`src/rtl/id_ex_stage.sv`:
```
// id_ex_stage
// ID/EX pipeline register for the 32-bit MIPS core, feeding the ALU.
//
// The stage captures decoded operands and control bits from decode.
// It resolves RAW hazards by forwarding from the MEM and WB stages.
// It detects load-use hazards and inserts a bubble when one occurs.
//
// Ports
//   clk, rst                       clock, synchronous active-high reset
//   id_*                           decoded instruction from the ID stage
//   mem_regwrite/mem_rd/mem_result MEM-stage forwarding source
//   wb_regwrite/wb_rd/wb_result    WB-stage forwarding source
//   flush                          discard the instruction entering EX
//   hold                           downstream freeze; EX keeps its contents
//   RA, RB, alufunc, shamt         registered ALU inputs
//   ex_valid, ex_regwrite,
//   ex_memread, ex_memwrite,
//   ex_rd, ex_store_data           registered EX-stage state
//   stall                          combinational; freezes PC and IF/ID
module id_ex_stage #(
  parameter logic [5:0] BUBBLE_FUNC = 6'b100000
) (
  input  logic        clk,
  input  logic        rst,
  input  logic        id_valid,
  input  logic [4:0]  id_rs,
  input  logic [4:0]  id_rt,
  input  logic [4:0]  id_rd,
  input  logic [31:0] id_rs_data,
  input  logic [31:0] id_rt_data,
  input  logic [31:0] id_imm,
  input  logic        id_use_imm,
  input  logic [5:0]  id_alufunc,
  input  logic [4:0]  id_shamt,
  input  logic        id_regwrite,
  input  logic        id_memread,
  input  logic        id_memwrite,
  input  logic        mem_regwrite,
  input  logic [4:0]  mem_rd,
  input  logic [31:0] mem_result,
  input  logic        wb_regwrite,
  input  logic [4:0]  wb_rd,
  input  logic [31:0] wb_result,
  input  logic        flush,
  input  logic        hold,
  output logic [31:0] RA,
  output logic [31:0] RB,
  output logic [5:0]  alufunc,
  output logic [4:0]  shamt,
  output logic        ex_valid,
  output logic        ex_regwrite,
  output logic        ex_memread,
  output logic        ex_memwrite,
  output logic [4:0]  ex_rd,
  output logic [31:0] ex_store_data,
  output logic        stall
);

  typedef struct packed {
    logic        valid;
    logic        regwrite;
    logic        memread;
    logic        memwrite;
    logic [4:0]  rd;
    logic [31:0] ra;
    logic [31:0] rb;
    logic [31:0] store_data;
    logic [5:0]  alufunc;
    logic [4:0]  shamt;
  } ex_regs_t;

  ex_regs_t    ex_q;
  ex_regs_t    ex_d;
  ex_regs_t    bubble_c;
  logic [31:0] rs_fwd;
  logic [31:0] rt_fwd;
  logic        load_use;

  // Operand forwarding: the younger MEM result beats WB.
  // Register 0 is hard-wired to zero, so it is never forwarded.
  always_comb begin
    rs_fwd = id_rs_data;
    if (mem_regwrite && (mem_rd == id_rs) && (id_rs != 5'd0)) begin
      rs_fwd = mem_result;
    end else if (wb_regwrite && (wb_rd == id_rs) && (id_rs != 5'd0)) begin
      rs_fwd = wb_result;
    end

    rt_fwd = id_rt_data;
    if (mem_regwrite && (mem_rd == id_rt) && (id_rt != 5'd0)) begin
      rt_fwd = mem_result;
    end else if (wb_regwrite && (wb_rd == id_rt) && (id_rt != 5'd0)) begin
      rt_fwd = wb_result;
    end
  end

  // A load in EX cannot forward its data yet.
  // A dependent instruction in ID must therefore wait one cycle.
  // stall depends only on registered EX state and inputs, never on ex_d.
  always_comb begin
    load_use = id_valid && ex_q.valid && ex_q.memread && (ex_q.rd != 5'd0) &&
               ((ex_q.rd == id_rs) || (ex_q.rd == id_rt));
    stall    = load_use || hold;
  end

  // Next EX contents.
  // flush outranks hold, so a redirect can clear a frozen stage.
  // On a load-use hazard, a bubble is loaded while stall holds the
  // decode instruction in place upstream.
  always_comb begin
    bubble_c         = '0;
    bubble_c.alufunc = BUBBLE_FUNC;

    ex_d = ex_q;
    if (flush) begin
      ex_d = bubble_c;
    end else if (hold) begin
      ex_d = ex_q;
    end else if (load_use) begin
      ex_d = bubble_c;
    end else begin
      ex_d.valid      = id_valid;
      ex_d.regwrite   = id_regwrite && id_valid;
      ex_d.memread    = id_memread && id_valid;
      ex_d.memwrite   = id_memwrite && id_valid;
      ex_d.rd         = id_rd;
      ex_d.ra         = rs_fwd;
      ex_d.rb         = id_use_imm ? id_imm : rt_fwd;
      ex_d.store_data = rt_fwd;
      ex_d.alufunc    = id_alufunc;
      ex_d.shamt      = id_shamt;
    end
  end

  // EX register, with a synchronous reset to the bubble state.
  always_ff @(posedge clk) begin
    if (rst) begin
      ex_q <= bubble_c;
    end else begin
      ex_q <= ex_d;
    end
  end

  assign RA            = ex_q.ra;
  assign RB            = ex_q.rb;
  assign alufunc       = ex_q.alufunc;
  assign shamt         = ex_q.shamt;
  assign ex_valid      = ex_q.valid;
  assign ex_regwrite   = ex_q.regwrite;
  assign ex_memread    = ex_q.memread;
  assign ex_memwrite   = ex_q.memwrite;
  assign ex_rd         = ex_q.rd;
  assign ex_store_data = ex_q.store_data;

endmodule

```
`config.mk`:
```
export PLATFORM = sky130hd
export DESIGN_NAME = id_ex_stage
export DESIGN_NICKNAME = d
export VERILOG_FILES = /design/src/rtl/id_ex_stage.sv
export SDC_FILE = /design/constraint.sdc
export NUM_CORES = 1
export LEC_CHECK = 0
export BUFFER_PORTS_ARGS = -buffer_cell sky130_fd_sc_hd__buf_4
export CAP_MARGIN = 40
export CORE_MARGIN = 3
export CORE_UTILIZATION = 47
export CTS_CLUSTER_DIAMETER = 80
export DETAILED_ROUTE_END_ITERATION = 10
export GPL_ROUTABILITY_DRIVEN = 0
export HOLD_SLACK_MARGIN = 0.03
export PLACE_DENSITY = 0.81
export RECOVER_POWER = 100
export SYNTH_ARGS = -nofsm -noshare
export SYNTH_HDL_FRONTEND = slang
export SYNTH_SLANG_ARGS = --single-unit
```
`constraint.sdc`:
```
create_clock -name clk -period 2.48 [get_ports clk]
set_clock_uncertainty 0.1 [all_clocks]
set_input_delay 0.248 -clock clk [delete_from_list [all_inputs] [get_ports clk]]
set_output_delay 0.248 -clock clk [all_outputs]
set_load 0.01 [all_outputs]
```
# Word-level counts from Yosys, hierarchy flattened
# Index checks and enable logic that the tools add are counted.
[totals]
register_bits = 116
rom_bits = 0
output_inout_bits = 117
ramBits = 0
n_memories = 0
in_bits = 207
latch_bits = 0
[op_classes]
div = 0
n_bitwise = 0
reduce_logical = 21
shifts = 0
n_mux = 6
mul = 0
n_eq_ne = 6
magnitude_cmp = 0
addsub = 0
[ops]
columns = ["op", "count"]
rows = [
  ["$mux 32", 5],
  ["$mux 116", 1],
  ["$eq 5x5->1", 6],
  ["$logic_and 1x1->1", 15],
  ["$reduce_bool 5->1", 3],
  ["$logic_or 1x1->1", 2],
  ["$reduce_or 2->1", 1],
]

# Depth between registers and ports, before layout
[depth]
depth_word = 7
depth_mapped = 9

# Worst setup path before layout
# Ideal clock, no wire load.
[synth_path]
kind = "input-to-reg"
start = "input port id_rs[0]"
end = "register ex_q (netlist bit RA[12])"
setup_ns = 0.130
n_path_buf = 3
required_ns = 2.250
stages = 8
t_arrival_ns = 1.832
path_slack_ns = 0.417
cell_sequence = "buf_6 xor2_1 or4b_1 or2_1 buf_6 buf_6 a221oi_2 o31ai_1"
[synth_between]
elab_chain_len = 6
elab_cells_between_ends = 13
[synth_lines]
columns = ["item", "line", "text"]
rows = [
  ["start, declared", "26", "input logic [4:0] id_rs,"],
  ["$eq 5x5->1", "85", "end else if (wb_regwrite && (wb_rd == id_rs) && (id_rs != 5'd0)) begin"],
  ["$logic_and 1x1->1 (2 in a row)", "85", ""],
  ["$mux 32", "85", ""],
  ["$mux 32", "83", "if (mem_regwrite && (mem_rd == id_rs) && (id_rs != 5'd0)) begin"],
  ["$mux 116 (*)", "119", "end else if (load_use) begin"],
  ["end signal, assigned", "138", "ex_q <= bubble_c;"],
  ["end, declared", "72", "ex_regs_t ex_q;"],
]
# Every way passes the cells marked *; elsewhere a longest branch is shown, timed or not.
# A chain may end at the register's enable or synchronous reset.

# Worst setup path in the final report
[layout_path]
start = "register ex_q (netlist bit ex_rd[2])"
end = "register ex_q (netlist bit ex_regwrite)"
[layout_between]
elab_chain_len = 4
elab_cells_between_ends = 7
[layout_lines]
columns = ["item", "line", "text"]
rows = [
  ["$eq 5x5->1 / $reduce_bool 5->1 (equally long branches)", "102, 101", ""],
  ["$logic_or 1x1->1 / $logic_and 1x1->1 (equally long branches)", "102, 101", ""],
  ["$logic_and 1x1->1 (*)", "101", "load_use = id_valid && ex_q.valid && ex_q.memread && (ex_q.rd != 5'd0) &&"],
  ["$mux 116 (*)", "119", ""],
]
# Marks and branches as above.

==> reports/results.ini <==
[worst_setup_path]
critPathLaunchType = flip-flop
arrival_ns = 2.62
cp.required_ns = 2.67
path_max_fanout = 6
crit_type = reg -> reg
endpoint_kind = flip-flop

[run]
maxCapViolations = 0

[power_and_ir_drop]
power_density_nw_per_um2 = 546.9
vdd_drop_max_mv = 0.4348
finalPower_w = 0.005292
p_leak_nw = 3.763

[route]
drtAntennaViolNets = 0
vias = 7927
route.final.wire_length_mm = 27.91
avgRoutedWirePerCell_um = 21.55
route.detailed.drc = 0
avgViaCountPerCell = 6.121
drt-initial-drc-count = 665
drt_first_pass_iters = 5

[logic_synthesis]
synthFlopType = dfxtp_1
ys_ff_latch = 116
synth.area.top_cells = dfxtp_1 35%, nand2_1 7.2%, a22oi_1 7.2%
synth_top_area_frac = 0.3470
synth_edf_count = 0
synth.largest_area_cell = dfxtp_1
yosys_warnings = 0
ys_types = 43
syn_area_per_cell_um2 = 8.396
ys_seq_area_frac = 0.3470
syn-num-nets = 1004
synthCells = 797
netlist_area_um2 = 6691
async_flop_share = 0
ys_top_cells_by_count = 129 x nand2_1, 116 x dfxtp_1, 64 x a22oi_1, 64 x o31ai_1, 61 x clkbuf_1
yosysMostFrequentCell = nand2_1

[die]
dieHeight_um = 125.3
coreArea_um2 = 13560
fp.dieW_um = 125.3
fp-row-count = 42
start_util = 0.4935
dieArea_um2 = 15710
pin_count = 324

[min_path]
min_path_type = in -> reg

[global_routing]
grt_pass1_vias = 7782
grt_max_degree = 80
grt_first_pass_wirelength_mm = 42.99
antenna_found_initial = 0
overflow = 0
grt.total_usage = 0.3389

[sta]
rsz0062_at_grt = false
setup_viol = 0
hold_violations = 0
fin_crit_ns = 2.425
period_share = 0.9779
tightest_slew_ns = 0.6860
max_slew_margin = 0.5427
tns_ns = 0
slew_violations = 0
max_freq_ghz = 0.4123

[clock_network]
cts_sinks = 116
tritoncts = built
cts_buffers = 17
h-tree-depth = 4
clockBufferDepth = 2
insertion_delay_ns = 0.41
clk_pin_slew_worst_paths_ns = 0.06
cts-root-buf = clkbuf_16

[placement]
numPortBuffers = 323
dp_hpwl_mm = 18.73

[cells_and_area]
nets = 1315
n_antenna_cell = 0
n_fill_cell = 1130
seqCellArea_um2 = 2323
drive_gt1_frac = 0.2788
multi_input_area_um2 = 4039
areaGrowthSynthToFinish_pct = 44.61

[run_status]
status = complete, no violations

-- registers in the layout (all words and copies together) (netlist names) --
register       cells
RA                32
RB                32
ex_store_data     32
alufunc            6
ex_rd              5
shamt              5
ex_memread         1
ex_memwrite        1
ex_regwrite        1
ex_valid           1
-- critical path, cell delays in order, from the launching register on --
cell,delay [ns]
dfxtp_1,0.44
xnor2_1,0.16
nand3_1,0.14
o22ai_2,0.32
a2111oi_4,0.14
buf_6,0.17
a32o_1,0.24
dlygate4sd3_1,0.58
-- final timing paths --
kind	startpoint	end	cells past startpoint	slack [ns]
setup / recovery	ex_rd[2]	ex_regwrite	7	0.05
hold / removal	id_rs_data[23]	RA[23]	3	0.06
setup reg to reg	ex_rd[2]	ex_regwrite	7	0.05
hold reg to reg	alufunc[5]	alufunc[5]	2	0.35
-- cells in the final DEF, fill, tap and decap left out, types with 17 or more instances in the layout --
cell / synthesis / layout
nand3b_1: 32 / 32
dlygate4sd3_1: 0 / 22
a21boi_0: 32 / 32
o21ai_0: 32 / 32
a22oi_1: 64 / 64
clkbuf_1: 61 / 120
a221oi_2: 29 / 29
nor2_1: 34 / 33
xnor2_1: 20 / 20
and3_1: 32 / 32
buf_4: 0 / 229
nor3_1: 33 / 33
clkbuf_16: 0 / 17
o31ai_1: 64 / 64
dfxtp_1: 116 / 115
o311ai_1: 21 / 21
nand2_1: 129 / 129
-- power by group --
| group | internal (W) | switching [W] |
|---|---|---|
| Sequential | 0.00193 | 0.0000452 |
| Clock | 0.00144 | 0.000835 |
| Combinational | 0.000487 | 0.000549 |
-- final cells by class --
class | count | share of cell area
Clock buffer | 26 | 0.05469
Clock inverter | 4 | 0.002069
Inverter | 5 | 0.001939
Multi-Input combinational cell | 590 | 0.4174
Sequential cell | 116 | 0.2401
Tap cell | 176 | 0.02276
Timing Repair Buffer | 378 | 0.2611
-- per-layer routing --
layer / global-route usage / share of wire / routed length (um) / vias up
met1: 0.3957 / 0.37 / 10340 / 3741
met3: 0.08401 / 0.091 / 2536 / 85
met4: 0.1518 / 0.040 / 1129 / 0
li1: - / - / - / 3647
met2: 0.5878 / 0.50 / 13900 / 454
met5: 0 / 0 / 0 / -
-- logic make-up (layout without fill, tap and decap cells) --
logic type,count (synthesis),in the layout,share of synthesized area
xor gates and xnor gates,30,30,0.03927
buffers and inverters,91,413,0.05983
DFF,116,116,0.3470
and+or+nand+nor,274,274,0.1976
AOI/OAI and AO/OA,286,286,0.3562
-- per-stage QoR --
stage          area, um^2  utilization  hold WS [ns]  instances  setup WS [ns]
5_1_grt              9677       0.7137       0.04540       1295        0.01222
3_3_place_gp         9331       0.6883        0.3324       1240         0.1758
6_report             9677       0.7137       0.05676       1295        0.05483
3_5_place_dp         9343       0.6891        0.3426       1241         0.1592
2_1_floorplan        6691            -        0.2807        797         0.4172
4_1_cts             10110       0.7458       0.04487       1293        0.03242
-- timing repair --
item | 4_1_cts | 5_1_grt
endpoints found under the hold margin | 20 | 0
setup buffers | 0 | 2
endpoints found under the setup margin | 0 | 2
gates resized for setup | 0 | 2
hold buffers | 22 | 0
No activity file was read; power rests on OpenSTA's default activity.
